==> config.mk <==
export PLATFORM = sky130hd
export DESIGN_NAME = lpc_frame_encoder
export DESIGN_NICKNAME = d
export VERILOG_FILES = /design/src/rtl/lpc_pkg.sv /design/src/rtl/lpc_residual.sv /design/src/rtl/lpc_frame_encoder.sv
export SDC_FILE = /design/constraint.sdc
export NUM_CORES = 1
export LEC_CHECK = 0
export ABC_CLOCK_PERIOD_IN_PS = 5580
export BUFFER_PORTS_ARGS = -buffer_cell sky130_fd_sc_hd__buf_2
export CORE_MARGIN = 1.5
export CORE_UTILIZATION = 30
export CTS_CLUSTER_SIZE = 16
export DETAILED_ROUTE_END_ITERATION = 8
export REMOVE_ABC_BUFFERS = 1
export SLEW_MARGIN = 20
export SYNTH_ARGS = -nofsm -noshare
export SYNTH_HDL_FRONTEND = slang
export SYNTH_SLANG_ARGS = --single-unit
==> constraint.sdc <==
create_clock -name ACLK -period 5.58 [get_ports ACLK]
set_input_delay 0.837 -clock ACLK [delete_from_list [all_inputs] [get_ports ACLK]]
set_output_delay 0.837 -clock ACLK [all_outputs]
set_load 0.01 [all_outputs]
==> src/rtl/lpc_pkg.sv <==
// Shared constants, header layout and state encoding for the LPC frame encoder.
package lpc_pkg;

  localparam int HDR_W         = 8;
  localparam int HDR_MODE_BIT  = 7;
  localparam int HDR_SHORT_BIT = 6;
  localparam int HDR_CNT_LSB   = 0;
  localparam int HDR_CNT_W     = 6;

  localparam logic MODE_ORD1 = 1'b0;
  localparam logic MODE_ORD2 = 1'b1;

  typedef enum logic [0:0] {
    FILL = 1'b0,
    HOLD = 1'b1
  } state_e;

  function automatic logic [HDR_W-1:0] make_hdr(input logic                 mode,
                                                input logic                 short_f,
                                                input logic [HDR_CNT_W-1:0] cnt);
    logic [HDR_W-1:0] h;
    h = '0;
    h[HDR_MODE_BIT]                = mode;
    h[HDR_SHORT_BIT]               = short_f;
    h[HDR_CNT_LSB +: HDR_CNT_W]    = cnt;
    return h;
  endfunction

endpackage

==> src/rtl/lpc_residual.sv <==
// Combinational order-1 / order-2 fixed-predictor residual.
module lpc_residual
  import lpc_pkg::*;
#(
  parameter  int SAMPLE_W = 16,
  localparam int RES_W    = SAMPLE_W + 2
) (
  input  logic signed [SAMPLE_W-1:0] x_i,
  input  logic signed [SAMPLE_W-1:0] x1_i,
  input  logic signed [SAMPLE_W-1:0] x2_i,
  input  logic                       mode_i,
  output logic signed [RES_W-1:0]    e_o
);

  logic signed [RES_W-1:0] xe, x1e, x2e;

  // Two guard bits make x - 2*x1 + x2 exact over the full input range.
  assign xe  = {{2{x_i[SAMPLE_W-1]}},  x_i};
  assign x1e = {{2{x1_i[SAMPLE_W-1]}}, x1_i};
  assign x2e = {{2{x2_i[SAMPLE_W-1]}}, x2_i};

  always_comb begin
    if (mode_i == MODE_ORD2) begin
      e_o = xe - x1e - x1e + x2e;
    end else begin
      e_o = xe - x1e;
    end
  end

endmodule

==> src/rtl/lpc_frame_encoder.sv <==
// Packs per-sample LPC residuals into fixed-width frames with a header and
// a one-frame park slot for downstream backpressure.
module lpc_frame_encoder
  import lpc_pkg::*;
#(
  parameter  int SAMPLE_W  = 16,
  parameter  int FRAME_LEN = 4,
  localparam int RES_W     = SAMPLE_W + 2,
  localparam int OUT_W     = HDR_W + FRAME_LEN * RES_W
) (
  input  logic                       ACLK,
  input  logic                       ARESET_N,
  input  logic signed [SAMPLE_W-1:0] IN_SOURCE,
  input  logic                       IN_VALID,
  input  logic                       T_LAST,
  input  logic                       MODE,
  output logic                       READY,
  output logic                       OUT_VALID,
  output logic                       OUT_LAST,
  output logic [OUT_W-1:0]           OUT_CODED,
  input  logic                       T_READY,
  output logic [15:0]                FRAME_CNT
);

  localparam int                   BUF_W = FRAME_LEN * RES_W;
  localparam logic [HDR_CNT_W-1:0] LenC  = HDR_CNT_W'(FRAME_LEN);

  state_e                      state_q, state_d;
  logic                        rdy_en_q;
  logic [HDR_CNT_W-1:0]        cnt_q, cnt_d;
  logic                        mode_q, mode_d;
  logic signed [SAMPLE_W-1:0]  h1_q, h1_d, h2_q, h2_d;
  logic [BUF_W-1:0]            buf_q, buf_d;
  logic                        park_last_q, park_last_d;
  logic                        out_valid_q, out_valid_d;
  logic                        out_last_q, out_last_d;
  logic [OUT_W-1:0]            out_coded_q, out_coded_d;
  logic [15:0]                 frame_cnt_q, frame_cnt_d;

  logic                        ready;
  logic                        accept;
  logic                        out_free;
  logic                        close;
  logic                        mode_eff;
  logic [HDR_CNT_W-1:0]        cnt_inc;
  logic signed [RES_W-1:0]     res;
  logic [BUF_W-1:0]            buf_ins;

  // rdy_en_q keeps READY low until the first clock edge after reset release.
  assign ready    = rdy_en_q && (state_q == FILL);
  assign accept   = IN_VALID && ready;
  assign out_free = !out_valid_q || T_READY;
  assign mode_eff = (cnt_q == '0) ? MODE : mode_q;
  assign cnt_inc  = cnt_q + HDR_CNT_W'(1);
  assign close    = accept && (T_LAST || (cnt_inc == LenC));

  lpc_residual #(
    .SAMPLE_W (SAMPLE_W)
  ) u_residual (
    .x_i    (IN_SOURCE),
    .x1_i   (h1_q),
    .x2_i   (h2_q),
    .mode_i (mode_eff),
    .e_o    (res)
  );

  always_comb begin
    buf_ins = buf_q;
    for (int k = 0; k < FRAME_LEN; k++) begin
      if (cnt_q == HDR_CNT_W'(k)) begin
        buf_ins[k*RES_W +: RES_W] = res;
      end
    end
  end

  always_comb begin
    state_d     = state_q;
    cnt_d       = cnt_q;
    mode_d      = mode_q;
    h1_d        = h1_q;
    h2_d        = h2_q;
    buf_d       = buf_q;
    park_last_d = park_last_q;
    out_valid_d = out_valid_q && !T_READY;
    out_last_d  = out_last_q;
    out_coded_d = out_coded_q;
    frame_cnt_d = frame_cnt_q;

    if (out_valid_q && T_READY) begin
      frame_cnt_d = frame_cnt_q + 16'd1;
    end

    case (state_q)
      FILL: begin
        if (accept) begin
          mode_d = mode_eff;
          h2_d   = h1_q;
          h1_d   = IN_SOURCE;
          cnt_d  = cnt_inc;
          buf_d  = buf_ins;
          if (close) begin
            h1_d = '0;
            h2_d = '0;
            if (out_free) begin
              out_valid_d = 1'b1;
              out_last_d  = T_LAST;
              out_coded_d = {make_hdr(mode_eff, cnt_inc != LenC, cnt_inc), buf_ins};
              cnt_d       = '0;
              buf_d       = '0;
            end else begin
              // Completed frame stays in buf_q/cnt_q/mode_q until the output frees.
              park_last_d = T_LAST;
              state_d     = HOLD;
            end
          end
        end
      end
      HOLD: begin
        if (out_free) begin
          out_valid_d = 1'b1;
          out_last_d  = park_last_q;
          out_coded_d = {make_hdr(mode_q, cnt_q != LenC, cnt_q), buf_q};
          cnt_d       = '0;
          buf_d       = '0;
          park_last_d = 1'b0;
          state_d     = FILL;
        end
      end
      default: state_d = FILL;
    endcase
  end

  always_ff @(posedge ACLK or negedge ARESET_N) begin
    if (!ARESET_N) begin
      state_q     <= FILL;
      rdy_en_q    <= 1'b0;
      cnt_q       <= '0;
      mode_q      <= 1'b0;
      h1_q        <= '0;
      h2_q        <= '0;
      buf_q       <= '0;
      park_last_q <= 1'b0;
      out_valid_q <= 1'b0;
      out_last_q  <= 1'b0;
      out_coded_q <= '0;
      frame_cnt_q <= '0;
    end else begin
      state_q     <= state_d;
      rdy_en_q    <= 1'b1;
      cnt_q       <= cnt_d;
      mode_q      <= mode_d;
      h1_q        <= h1_d;
      h2_q        <= h2_d;
      buf_q       <= buf_d;
      park_last_q <= park_last_d;
      out_valid_q <= out_valid_d;
      out_last_q  <= out_last_d;
      out_coded_q <= out_coded_d;
      frame_cnt_q <= frame_cnt_d;
    end
  end

  assign READY     = ready;
  assign OUT_VALID = out_valid_q;
  assign OUT_LAST  = out_last_q;
  assign OUT_CODED = out_coded_q;
  assign FRAME_CNT = frame_cnt_q;

endmodule
==> summary.md, run 1 <==
| Metric | Value |
|---|---|
| Status | `finished clean` |
| Synthesized area | `11000 µm²` |
| Max Clock Freq | `202 MHz` |
| CP peak stage delay | `0.60 ns` |
| Post-Route WL | `30.5 mm` |
| Num ports | `121` |
| RSZ-0062 raised after global routing | `false` |
| Async S/R FF share, synth | `100%` |
| Yosys cell types | `63` |
| Register bit total from synthesis | `212` |
| Cell family with most CP delay | `compound AO/OA/AOI/OAI gates` |
| CP Cell Sequence | `inv_1 -> ha_1 -> and2_1 -> a221oi_1 -> a21oi_1 -> o41ai_1 -> xor2_1 -> fa_1 -> inv_1 -> ha_1 -> a2111oi_1 -> nor2b_1 -> a21oi_1 -> xnor2_1 -> mux2i_2 -> a22o_1` |
| Post-DRT Antenna Nets | `0` |
| Total gr overflow | `0` |
| Crit-path slowest cell | `a2111oi_1` |
| Worst-path maximum fanout | `8` |
| Vias per inst | `5.05` |
| Period Utilization, post-route | `88.6%` |
| Fillers | `3757` |
| Fin. max-slew vios | `0` |
| GPL Wtd Cong | `0.840` |
| Setup violators final | `0` |
| WP buf/inv | `2` |
| Vias in the first global route | `8830` |
| DRC viols | `0` |
| Max-cap violations | `0` |
| IO buf count | `120` |
| DRT Pass-1 Iters | `7` |
| Slew @ Worst Pin | `1.02 ns` |
| Sink Count | `212` |
| Seq pwr share | `32.6%` |
| Max clock buf depth | `3` |
| Antenna violations before repair | `2` |
| Warnings, synthesis | `0` |
| DIE HEIGHT | `195 µm` |
| Cell Area, Placed | `about 12000 µm²` |
| Setup Crit Path Kind | `flop to flop` |
| Net switching power | `0.00285 W` |
| Row cnt | `70` |
| Die area | `38000 µm²` |
| Maximum vdd drop | `0.212 mV` |
| First-pass GRT wire length | `~50 mm` |
| Syn Inst Count | `roughly 1200` |
| Slew margin rel. | `31.7%` |
| Initial DRC count | `594` |
| Comb pwr share | `43.9%` |
| Setup bufs post-CTS | `0` |
| Hold Fails Final Rpt | `0` |
| Share of cells above drive strength 1 | `~16%` |
| Vias | `8822` |
| Fin area | `12900 µm²` |
| WP data required | `~6.0 ns` |
| Core footprint | `36400 µm²` |
| Area delta synth->final | `17.2%` |
| CP startpoint | `h1_q[5]` |
| Reg2reg start | `h1_q[5]` |
| Worst setup SP type | `flop` |
| Final min period | `4.95 ns` |
| Avg Cell Area, Syn | `9.59 µm²` |
| Worst skew pair latency | `about 0.53 ns` |
| Top_reg_cell synth | `dfrtp_1` |
| CTS Buf Count | `24` |
| CTS tree | `built` |
| Sw Share | `41.4%` |
| Die width | `195 µm` |
| Initial core utilization | `30.3%` |
| CTS H-tree lvls | `1` |
| Pwr dens | `~530 nW/µm²` |
| Final Skew | `about 0.011 ns` |
| Leakage power | `roughly 6 nW` |
| Final setup TNS | `0 ns` |
| Crit end category | `flop` |
| DP HPWL | `21.5 mm` |
| # nets final | `between 1000 and 1500` |
| Number of synthesized flops with an enable pin | `0` |
| Int Pwr | `~0.0040 W` |
| Largest net degree at the start of global routing | `114` |
| Total track usage | `16.2%` |
| Clk slew on worst S/H paths | `~0.060 ns` |
| Clock power frac | `23.4%` |
| Clock root buffer | `clkbuf_16` |
| CP Data Arrival Time | `5.41 ns` |
| Worst Hold Class | `input port to asynchronous set/reset pin` |
| Wire per inst | `17.5 µm` |
| Register area share after synthesis | `48.0%` |
==> placed cells by master (no fill, tap or decap), drive strengths merged, types with 9 or more instances in the layout <==
cell    synthesis  layout
buf            20     131
a22o           41      41
ha             39      39
nand2b          9       9
fa             18      18
dfrtp         212     212
a31oi          22      22
o21ai         163     163
a21oi          71      71
mux2i          11      11
xor2           15      15
and3           39      39
or3             9       9
nand3          22      22
nor2           55      55
xnor2          33      33
clkinv          0      10
clkbuf         28      30
inv            65      65
nor3            9       9
a21o           15      15
nand2         164     164
==> flip-flops by register name, indices dropped and copies added, names as in the netlist <==
name / flops
h2_q: 16
buf_q: 72
h1_q: 16
OUT_CODED: 80
rdy_en_q: 1
cnt_q: 6
OUT_VALID: 1
OUT_LAST: 1
FRAME_CNT: 16
mode_q: 1
state_q: 1
park_last_q: 1
==> Yosys cell counts (all sizes together), types with 2 or more instances <==
cell type,count,area share (%)
a211oi,4,0.27
a21boi,4,0.27
a21o,15,1.0
a21oi,71,3.2
a221o,5,0.45
a22o,41,3.3
a2bb2oi,2,0.16
a31oi,22,1.2
and2,7,0.40
and3,39,2.2
and4,4,0.32
buf,20,1.0
clkbuf,28,0.95
dfrtp,212,48
fa,18,3.3
ha,39,4.4
inv,65,2.2
mux2,7,0.78
mux2i,11,1.2
nand2,164,5.6
nand2b,9,0.51
nand3,22,1.0
nand4,6,0.34
nor2,55,1.9
nor2b,7,0.40
nor3,9,0.41
nor4,5,0.42
o211ai,7,0.48
o21a,4,0.27
o21ai,163,7.5
o21bai,3,0.20
o22ai,2,0.11
o31ai,3,0.20
o41ai,4,0.32
or2,3,0.17
or3,9,0.56
xnor2,33,2.6
xor2,15,1.2
==> layout make-up <==
class                      count  area [µm²]  area share, %
clock buffer                  29         671           5.18
inverter                      65         244           1.89
timing repair buffer         132         699           5.41
multi-input combinational    826        5300           40.9
antenna                        1        2.50         0.0193
sequential                   212        5310           41.0
clock inverter                14         133           1.03
tap                          468         586           4.53
==> metrics by stage <==
stage	worst slack [ns]	power, W	hold WS [ns]	util (%)	instances
CTS	0.582	0.00690	0.476	35.5	1746
global route	0.120	0.00737	0.489	35.5	1746
finish	0.634	0.00688	0.413	35.5	1747
global placement	0.252	0.00522	0.453	33.3	1703
floorplan	0.469	0.00418	0.442	-	1103
detailed placement	0.110	0.00526	0.462	33.3	1703
==> worst paths after layout <==
kind / endpoint / slack [ns] / depth (start not counted)
min in group ACLK: FRAME_CNT[15] / 0.47 / 1
worst min-delay path: FRAME_CNT[6] / 0.41 / 1
worst min register to register: FRAME_CNT[15] / 0.47 / 1
worst max register to register: buf_q[67] / 0.63 / 16
worst max-delay path: buf_q[67] / 0.63 / 16
max in group asynchronous: OUT_CODED[71] / 3.81 / 2
==> metal layers <==
layer | vias to the layer above | share of wire [%] | global-route usage, % | wire (µm)
met5 | - | 0.043 | 0 | 13
met4 | 2 | 1.2 | 3.13 | 370
met3 | 26 | 5.3 | 3.16 | 1630
met2 | 176 | 47 | 26.8 | 14300
met1 | 4353 | 46 | 22.1 | 14200
li1 | 4265 | - | - | -
==> kinds of logic (layout without fill, tap and decap cells) <==
group / count (synthesis) / count (layout) / synth area share [%]
and+or+nand+nor: 340 / 340 / 14.3
buffers and inverters: 113 / 240 / 4.17
muxes: 18 / 18 / 1.96
AOI/OAI and AO/OA: 362 / 362 / 20.0
DFF: 212 / 212 / 48.0
xor gates and xnor gates: 48 / 48 / 3.81
adders and majority gates: 57 / 57 / 7.68
other: 1 / 2 / 0.0340
==> repair_timing <==
item	4_1_cts	5_1_grt
hold endpoints to repair	0	0
resized for setup	0	1
setup endpoints to repair	0	2
hold buffers	0	0
==> power by group through the flow <==
stage                     Sequential [W]  Clock [W]  Combinational, W
after floorplan                  0.00230          0           0.00188
after global placement           0.00226          0           0.00296
after detailed placement         0.00227          0           0.00300
after CTS                        0.00224    0.00164           0.00302
after global routing             0.00229    0.00171           0.00336
final                            0.00225    0.00161           0.00303
Power figures use the tool's default switching activity.
==> run 2: changes to the inputs <==
--- a/config.mk
+++ b/config.mk
@@ -5,6 +5,7 @@
 export SDC_FILE = /design/constraint.sdc
 export NUM_CORES = 1
 export LEC_CHECK = 0
+export ABC_AREA = 1
 export ABC_CLOCK_PERIOD_IN_PS = 5580
 export BUFFER_PORTS_ARGS = -buffer_cell sky130_fd_sc_hd__buf_2
 export CORE_MARGIN = 1.5
==> run 2 against run 1 <==
Clock skew increased by 0.0086 ns. Combinational power up 28%. Worst hold slack got worse by 0.0093 ns. Cell count up 28%. Setup slack improved by 0.61 ns. First-iteration DRC count increased by 37%. Highest routed layer is now met4. Clock power is essentially flat. Via count increased by 24%. Synthesized area increased by 9.7%. Non-clock buffer count increased by 9. Power is 17% higher.
==> summary.md, run 2 <==
| Metric | Value |
|---|---|
| CP Cell Sequence | `buf_2 -> inv_1 -> ha_1 -> fa_1 -> inv_1 -> nand3_1 -> nand2_1 -> nand2_1 -> nand2_1 -> xor2_1 -> inv_1 -> fa_1 -> inv_1 -> ha_1 -> nand2_1 -> inv_1 -> a21oi_1 -> nand2_1 -> xnor2_1 -> o21ai_0 -> o21ai_0 -> a21oi_1` |
| CTS Buf Count | `25 (+4.2%)` |
| Die width | `204 µm (+4.6%)` |
| Hold_buf cts | `0 (unchanged)` |
| Yosys cell types | `35 (-44%)` |
| Total gr overflow | `0 (unchanged)` |
| CTS H-tree lvls | `1 (unchanged)` |
| Setup Crit Path Kind | `input port to flop` |
| Sink Count | `212 (unchanged)` |
| WP buf/inv | `6 (+4)` |
| Wire per inst | `16.0 µm (-8.2%)` |
| Core footprint | `39700 µm² (+9.0%)` |
| Post-cts sizing count | `0 (unchanged)` |
| Commonest non-fill, non-tap cells in the layout | `nand2_1 (448), dfrtp_1 (211), inv_1 (197)` |
| Initial DRC count | `812 (+37%)` |
| Max clock buf depth | `3 (unchanged)` |
| # nets final | `1781 (+33%)` |
| Worst Hold Class | `input port to asynchronous set/reset pin` |
| Max reg flops | `80 (unchanged)` |
| Critical Path Stages | `22 (+6)` |
| Dpl cells | `2200 (+29%)` |
| Max-cap violations | `0 (unchanged)` |
| DIE HEIGHT | `204 µm (+4.6%)` |
| Final min period | `4.33 ns (-0.614 ns)` |
| Max Clock Freq | `231 MHz (+14%)` |
| Async S/R FF share, synth | `100% (unchanged)` |
| Total track usage | `17.4% (+1.2 points)` |
| Row cnt | `73 (+4.3%)` |
| Top_reg_cell synth | `dfrtp_1` |
| Clk slew on worst S/H paths | `0.06 ns (about the same)` |
| Hold WS | `0.403 ns (-0.00935 ns)` |
| Synth top area cells | `dfrtp_1 (44%), nand2_1 (14%), inv_1 (6.1%)` |
| Die area | `41600 µm² (+9.5%)` |
| Slew margin rel. | `36.0% (+4.3 points)` |
| Slew @ Worst Pin | `0.960 ns (-0.0612 ns)` |
| Antenna violations before repair | `1 (-1)` |
| Status | `finished clean` |
| Setup violators final | `0 (unchanged)` |
| WP data required | `6.05 ns (about the same)` |
| Period Utilization, post-route | `77.6% (-11 points)` |
| Area delta synth->final | `16.3%` |
| Vias per inst | `4.86 (-3.7%)` |
| Clock root buffer | `clkbuf_16` |
| Antenna diode count | `0 (-1)` |
| Crit end category | `flop` |
| Worst skew pair latency | `0.54 ns (about the same)` |
| Syn Inst Count | `1601 (+39%)` |
| GPL Wtd Cong | `0.817 (-2.7%)` |
| Post-DRT Antenna Nets | `0 (unchanged)` |
| Register area share after synthesis | `43.8% (-4.2 points)` |
| Warnings, synthesis | `0 (unchanged)` |
| Fin. max-slew vios | `0 (unchanged)` |
| Vias in the first global route | `10300 (+17%)` |
| CP Data Arrival Time | `4.80 ns (-0.61 ns)` |
| CP peak stage delay | `0.53 ns (-0.07 ns)` |
| Crit-path slowest cell | `o21ai_0` |
| Largest net degree at the start of global routing | `121 (+6.1%)` |
| Fillers | `4184 (+11%)` |
| Most common library cells after synthesis | `nand2_1 (448), dfrtp_1 (212), inv_1 (197)` |
| Area share of the largest cell type after synthesis | `43.8% (-4.2 points)` |
| Vias | `10900 (+24%)` |
| Pwr dens | `570 nW/µm² (+7.1%)` |
| IO buf count | `120 (unchanged)` |
| Initial core utilization | `30.5% (+0.17 points)` |
| Synthesized area | `12100 µm² (+9.7%)` |
| Register bit total from synthesis | `212 (unchanged)` |
| Share of cells above drive strength 1 | `11.5% (-4.1 points)` |
| Final Skew | `0.0201 ns (+0.00864 ns)` |
| DRT Pass-1 Iters | `6 (-1)` |
| Fin area | `14100 µm² (+8.8%)` |
| Number of synthesized flops with an enable pin | `0 (unchanged)` |
| R2R depth | `20 (+4)` |
| Maximum vdd drop | `0.279 mV (+31%)` |
| Setup bufs post-CTS | `0 (unchanged)` |
| RSZ-0062 raised after global routing | `false` |
| Final Instance Count excl. Fillers | `2244 (+28%)` |
| Hold Fails Final Rpt | `0 (unchanged)` |
| Most common cell in the netlist | `nand2_1` |
| Avg Cell Area, Syn | `7.56 µm² (-21%)` |
| DP HPWL | `24.7 mm (+15%)` |
| Leakage power | `7.37 nW (+20%)` |
| Commonest non-fill, non-tap cell in the layout | `nand2_1` |
| Num ports | `121 (unchanged)` |
| First-pass GRT wire length | `57.7 mm (+16%)` |
| Synth area leader | `dfrtp_1` |
| Worst setup SP type | `input port` |
| Worst-path maximum fanout | `4 (-4)` |
| Cell family with most CP delay | `adder cells` |
| DRC viols | `0 (unchanged)` |
| Post-Route WL | `36.0 mm (+18%)` |
| Cell Area, Placed | `13300 µm² (+9.3%)` |
| CTS tree | `built` |
| Overall power | `0.00802 W (+17%)` |
==> run 2: changes by cell type in the layout (fill, tap and decap cells not counted), moves of 53 or more <==
cell / previous run / this run
a21oi_1: 71 / 124
inv_1: 65 / 197
nand2_1: 163 / 448
nand3_1: 22 / 133
nor2_1: 53 / 111
o21ai_0: 149 / 84
o22ai_1: 2 / 59
==> run 2: layout make-up <==
cell class | instances | area (µm²) | area share (%)
well taps | 525 | 657 | 4.67
clock buffers | 37 | 751 | 5.33
clock inverters | 7 | 67.6 | 0.480
flip-flops and latches | 212 | 5310 | 37.7
multi-input cells | 1119 | 5770 | 41.0
inverters | 203 | 762 | 5.41
repair buffers | 141 | 768 | 5.46
==> run 2: power by group <==
group / leakage [nW] / switching [W] / total, W / internal, W
logic: 4.25 / 0.00251 / 0.00389 / 0.00138
clock network: 0.409 / 0.000668 / 0.00164 / 0.000972
registers: 2.71 / 0.000396 / 0.00250 / 0.00210
==> run 2: worst paths after layout <==
| kind | start | endpoint | slack [ns] |
|---|---|---|---|
| hold reg to reg | OUT_CODED[73] | OUT_CODED[73] | 0.47 |
| max in group asynchronous | ARESET_N | OUT_CODED[71] | 3.91 |
| hold / removal | ARESET_N | OUT_CODED[74] | 0.40 |
| setup / recovery | IN_SOURCE[0] | OUT_CODED[61] | 1.25 |
| min in group ACLK | OUT_CODED[73] | OUT_CODED[73] | 0.47 |
| setup reg to reg | h1_q[0] | OUT_CODED[61] | 1.25 |
==> run 2: metrics by stage <==
step | setup TNS [ns] | setup slack, ns | utilization [%]
5_1_grt | 0 | 0.903 | 35.4
2_1_floorplan | -26.36 | -0.504 | -
3_5_place_dp | 0 | 0.710 | 33.4
4_1_cts | 0 | 1.26 | 35.4
6_report | 0 | 1.25 | 35.4
3_3_place_gp | 0 | 0.795 | 33.4
==> run 2: cells by family after synthesis <==
group | after synthesis | share of synthesized area (%)
and+or+nand+nor | 724 | 24.5
AOI/OAI and AO/OA | 309 | 14.0
buffers and inverters | 270 | 8.57
DFF | 212 | 43.8
adders and majority gates | 57 | 7.01
xor gates and xnor gates | 28 | 2.03
other | 1 | 0.0310
==> run 2: metal layers <==
layer / up-vias / global-route usage, % / part of all wire [%]
li1: 5409 / - / -
met1: 5159 / 23.8 / 46
met2: 283 / 28.4 / 46
met3: 57 / 2.25 / 4.6
met4: 0 / 5.58 / 3.2
met5: - / 0 / 0
==> run 3: changes to the inputs <==
--- a/config.mk
+++ b/config.mk
@@ -6,7 +6,7 @@
 export NUM_CORES = 1
 export LEC_CHECK = 0
 export ABC_AREA = 1
-export ABC_CLOCK_PERIOD_IN_PS = 5580
+export ABC_CLOCK_PERIOD_IN_PS = 3700
 export BUFFER_PORTS_ARGS = -buffer_cell sky130_fd_sc_hd__buf_2
 export CORE_MARGIN = 1.5
 export CORE_UTILIZATION = 30
==> constraint.sdc (replaced) <==
create_clock -name ACLK -period 3.7 [get_ports ACLK]
set_input_delay 0.555 -clock ACLK [delete_from_list [all_inputs] [get_ports ACLK]]
set_output_delay 0.555 -clock ACLK [all_outputs]
set_load 0.01 [all_outputs]
==> run 3 against run 2 <==
The flow now finishes with violations (setup timing). Non-clock buffer count grew 135. Global-route usage grew 0.13 points. Register-to-register slack lost 1.3 ns. Die area is the same. Largest cell class unchanged.
==> summary.md, run 3 (synthesis gave the netlist of run 2 again) <==
| Metric | Value |
|---|---|
| Status | `complete, but fails checks` |
| Failing checks | `setup timing` |
| Final min period | `3.70 ns` |
| DRC viols | `0 (unchanged)` |
| Leakage power | `8.31 nW (+13%)` |
| Die area | `41600 µm² (unchanged)` |
| Sink Count | `212 (unchanged)` |
| Vias per inst | `4.86 (about the same)` |
| Maximum vdd drop | `0.421 mV (+51%)` |
| Largest net degree at the start of global routing | `92 (-24%)` |
| Antenna violations before repair | `0 (-1)` |
| Worst r2r dst | `OUT_CODED[68]` |
| Worst Hold Class | `input port to asynchronous set/reset pin` |
| Vias | `11600 (+6.1%)` |
| Fin area | `16400 µm² (+17%)` |
| Clk slew on worst S/H paths | `0.06 ns (about the same)` |
| Final Instance Count excl. Fillers | `2381 (+6.1%)` |
| First-pass GRT wire length | `58.7 mm (+1.8%)` |
| RSZ-0062 raised after global routing | `true` |
| Worst skew pair latency | `0.55 ns (about the same)` |
| DRT Pass-1 Iters | `5 (-1)` |
| Commonest non-fill, non-tap cells in the layout | `nand2_1 (383), dfrtp_1 (211), inv_1 (178)` |
| Cell Area, Placed | `14200 µm² (+7.3%)` |
| Max clock buf depth | `3 (unchanged)` |
| Slew @ Worst Pin | `1.16 ns (+0.196 ns)` |
| IO buf count | `120 (unchanged)` |
| DIE HEIGHT | `204 µm (unchanged)` |
| GPL Wtd Cong | `0.890 (+9.0%)` |
| Total gr overflow | `0 (unchanged)` |
| Slew margin rel. | `22.9% (-13 points)` |
| Dpl cells | `2327 (+5.8%)` |
| WP data required | `4.14 ns (-1.91 ns)` |
| Worst setup SP type | `flop` |
| Core footprint | `39700 µm² (unchanged)` |
| Hold_buf cts | `0 (unchanged)` |
| R2R depth | `25 (+25%)` |
| Setup violators final | `1 (+1)` |
| Antenna diode count | `0 (unchanged)` |
| CTS H-tree lvls | `1 (unchanged)` |
| Max reg flops | `80 (unchanged)` |
| Pwr dens | `912 nW/µm² (+60%)` |
| DP HPWL | `24.8 mm (+0.44%)` |
| Initial DRC count | `761 (-6.3%)` |
| Wire per inst | `15.8 µm (-1.7%)` |
| Initial core utilization | `30.5% (unchanged)` |
| Reg2reg start | `h1_q[0]` |
| Share of cells above drive strength 1 | `30.0% (+18 points)` |
| Clock root buffer | `clkbuf_16` |
| Worst Setup Slack, final | `-0.00342 ns (-1.25 ns)` |
| Worst R2R Setup Slack | `-0.003 ns (-1.25 ns)` |
| # nets final | `1917 (+7.6%)` |
| Post-Route WL | `37.5 mm (+4.3%)` |
| Worst-path maximum fanout | `4 (unchanged)` |
| Crit end category | `flop` |
| Row cnt | `73 (unchanged)` |
| Max-cap violations | `0 (unchanged)` |
| Final Skew | `0.0159 ns (-0.00427 ns)` |
| CTS Buf Count | `26 (+4.0%)` |
| Num ports | `121 (unchanged)` |
| Fin. max-slew vios | `0 (unchanged)` |
| Overall power | `0.0150 W (+87%)` |
| Die width | `204 µm (unchanged)` |
| Area delta synth->final | `35.7%` |
| Max Clock Freq | `270 MHz` |
| Period Utilization, post-route | `100%` |
| CP Data Arrival Time | `4.15 ns (-0.65 ns)` |
| Hold Fails Final Rpt | `0 (unchanged)` |
| CTS tree | `built` |
| Vias in the first global route | `11200 (+7.8%)` |
| Post-DRT Antenna Nets | `0 (unchanged)` |
| Commonest non-fill, non-tap cell in the layout | `nand2_1` |
| Setup Crit Path Kind | `flop to flop` |
| Total track usage | `17.5% (+0.13 points)` |
[run 3: cell count changes in the layout (fill, tap and decap cells not counted), sizes merged]
| cell | before | now |
|---|---|---|
| buf | 141 | 276 |
| bufinv | 1 | 5 |
| clkbuf | 37 | 35 |
| clkinv | 7 | 4 |
| clkinvlp | 0 | 2 |
| inv | 202 | 203 |
[run 3: per-stage QoR]
step	hold WS (ns)	setup WS (ns)	TNS [ns]	util [%]
floorplan	0.259	-2.38	-204.18	-
global placement	0.455	-0.583	-50.63	35.8
detailed placement	0.461	-0.645	-55.31	35.8
CTS	0.0537	0.000310	0	38.9
global route	0.0871	-0.204	-8.60	41.4
finish	0.0403	-0.00342	-0.00342	41.4
[run 3: per-layer routing]
layer,GRT usage [%],vias up,wire length [µm]
met2,30.1,251,18400
met5,0,-,0
met1,23.3,5611,16800
li1,-,5668,-
met3,2.12,48,1710
met4,4.23,0,707
[run 3: area by class of cell]
class | count | area [µm²]
Clock buffer | 35 | 714
Timing Repair Buffer | 276 | 1830
Sequential cell | 212 | 5310
Fill cell | 3992 | 23300
Multi-Input combinational cell | 1119 | 6960
Clock inverter | 11 | 206
Inverter | 203 | 767
Tap cell | 525 | 657
[run 3: worst max-delay path by stage]
stage | to | cells past startpoint | slack [ns] | start
3_3_place_gp | OUT_CODED[71] | 26 | -0.58 | IN_SOURCE[0]
2_1_floorplan | OUT_CODED[12] | 6 | -2.38 | state_q
3_5_place_dp | OUT_CODED[71] | 26 | -0.65 | IN_SOURCE[0]
6_report | OUT_CODED[68] | 25 | -0.003 | h1_q[0]
5_1_grt | OUT_CODED[14] | 25 | -0.20 | h1_q[0]
4_1_cts | OUT_CODED[33] | 25 | 0.0003 | h1_q[0]
[run 3: critical path, stage by stage (launching register included)]
cell and delay, ns:
dfrtp_1 0.39, ha_2 0.19, fa_2 0.35, inv_2 0.06, nand3_2 0.07, nand2_4 0.10, nand2_4 0.06, nand2_4 0.10
xor2_2 0.15, inv_1 0.07, fa_1 0.49, inv_2 0.05, ha_4 0.26, buf_6 0.12, nand2_4 0.07, inv_2 0.04
nand2_2 0.08, nand3_4 0.10, a21oi_4 0.16, nand2_2 0.07, nand2_2 0.09, nand3_4 0.14, nand3_2 0.14, nand3_2 0.08
nand2_1 0.10, nand2_1 0.05
[run 3: where the power goes]
| group | switching [W] | total [W] | internal [W] |
|---|---|---|---|
| clock network | 0.00107 | 0.00278 | 0.00171 |
| registers | 0.000597 | 0.00377 | 0.00317 |
| logic | 0.00490 | 0.00844 | 0.00354 |
[run 3: timing repair]
item	4_1_cts	5_1_grt
buffers inserted	2	6
resized for setup	54	242
endpoints found under the setup margin	102	118
endpoints found under the hold margin	0	0
pin swaps	11	77
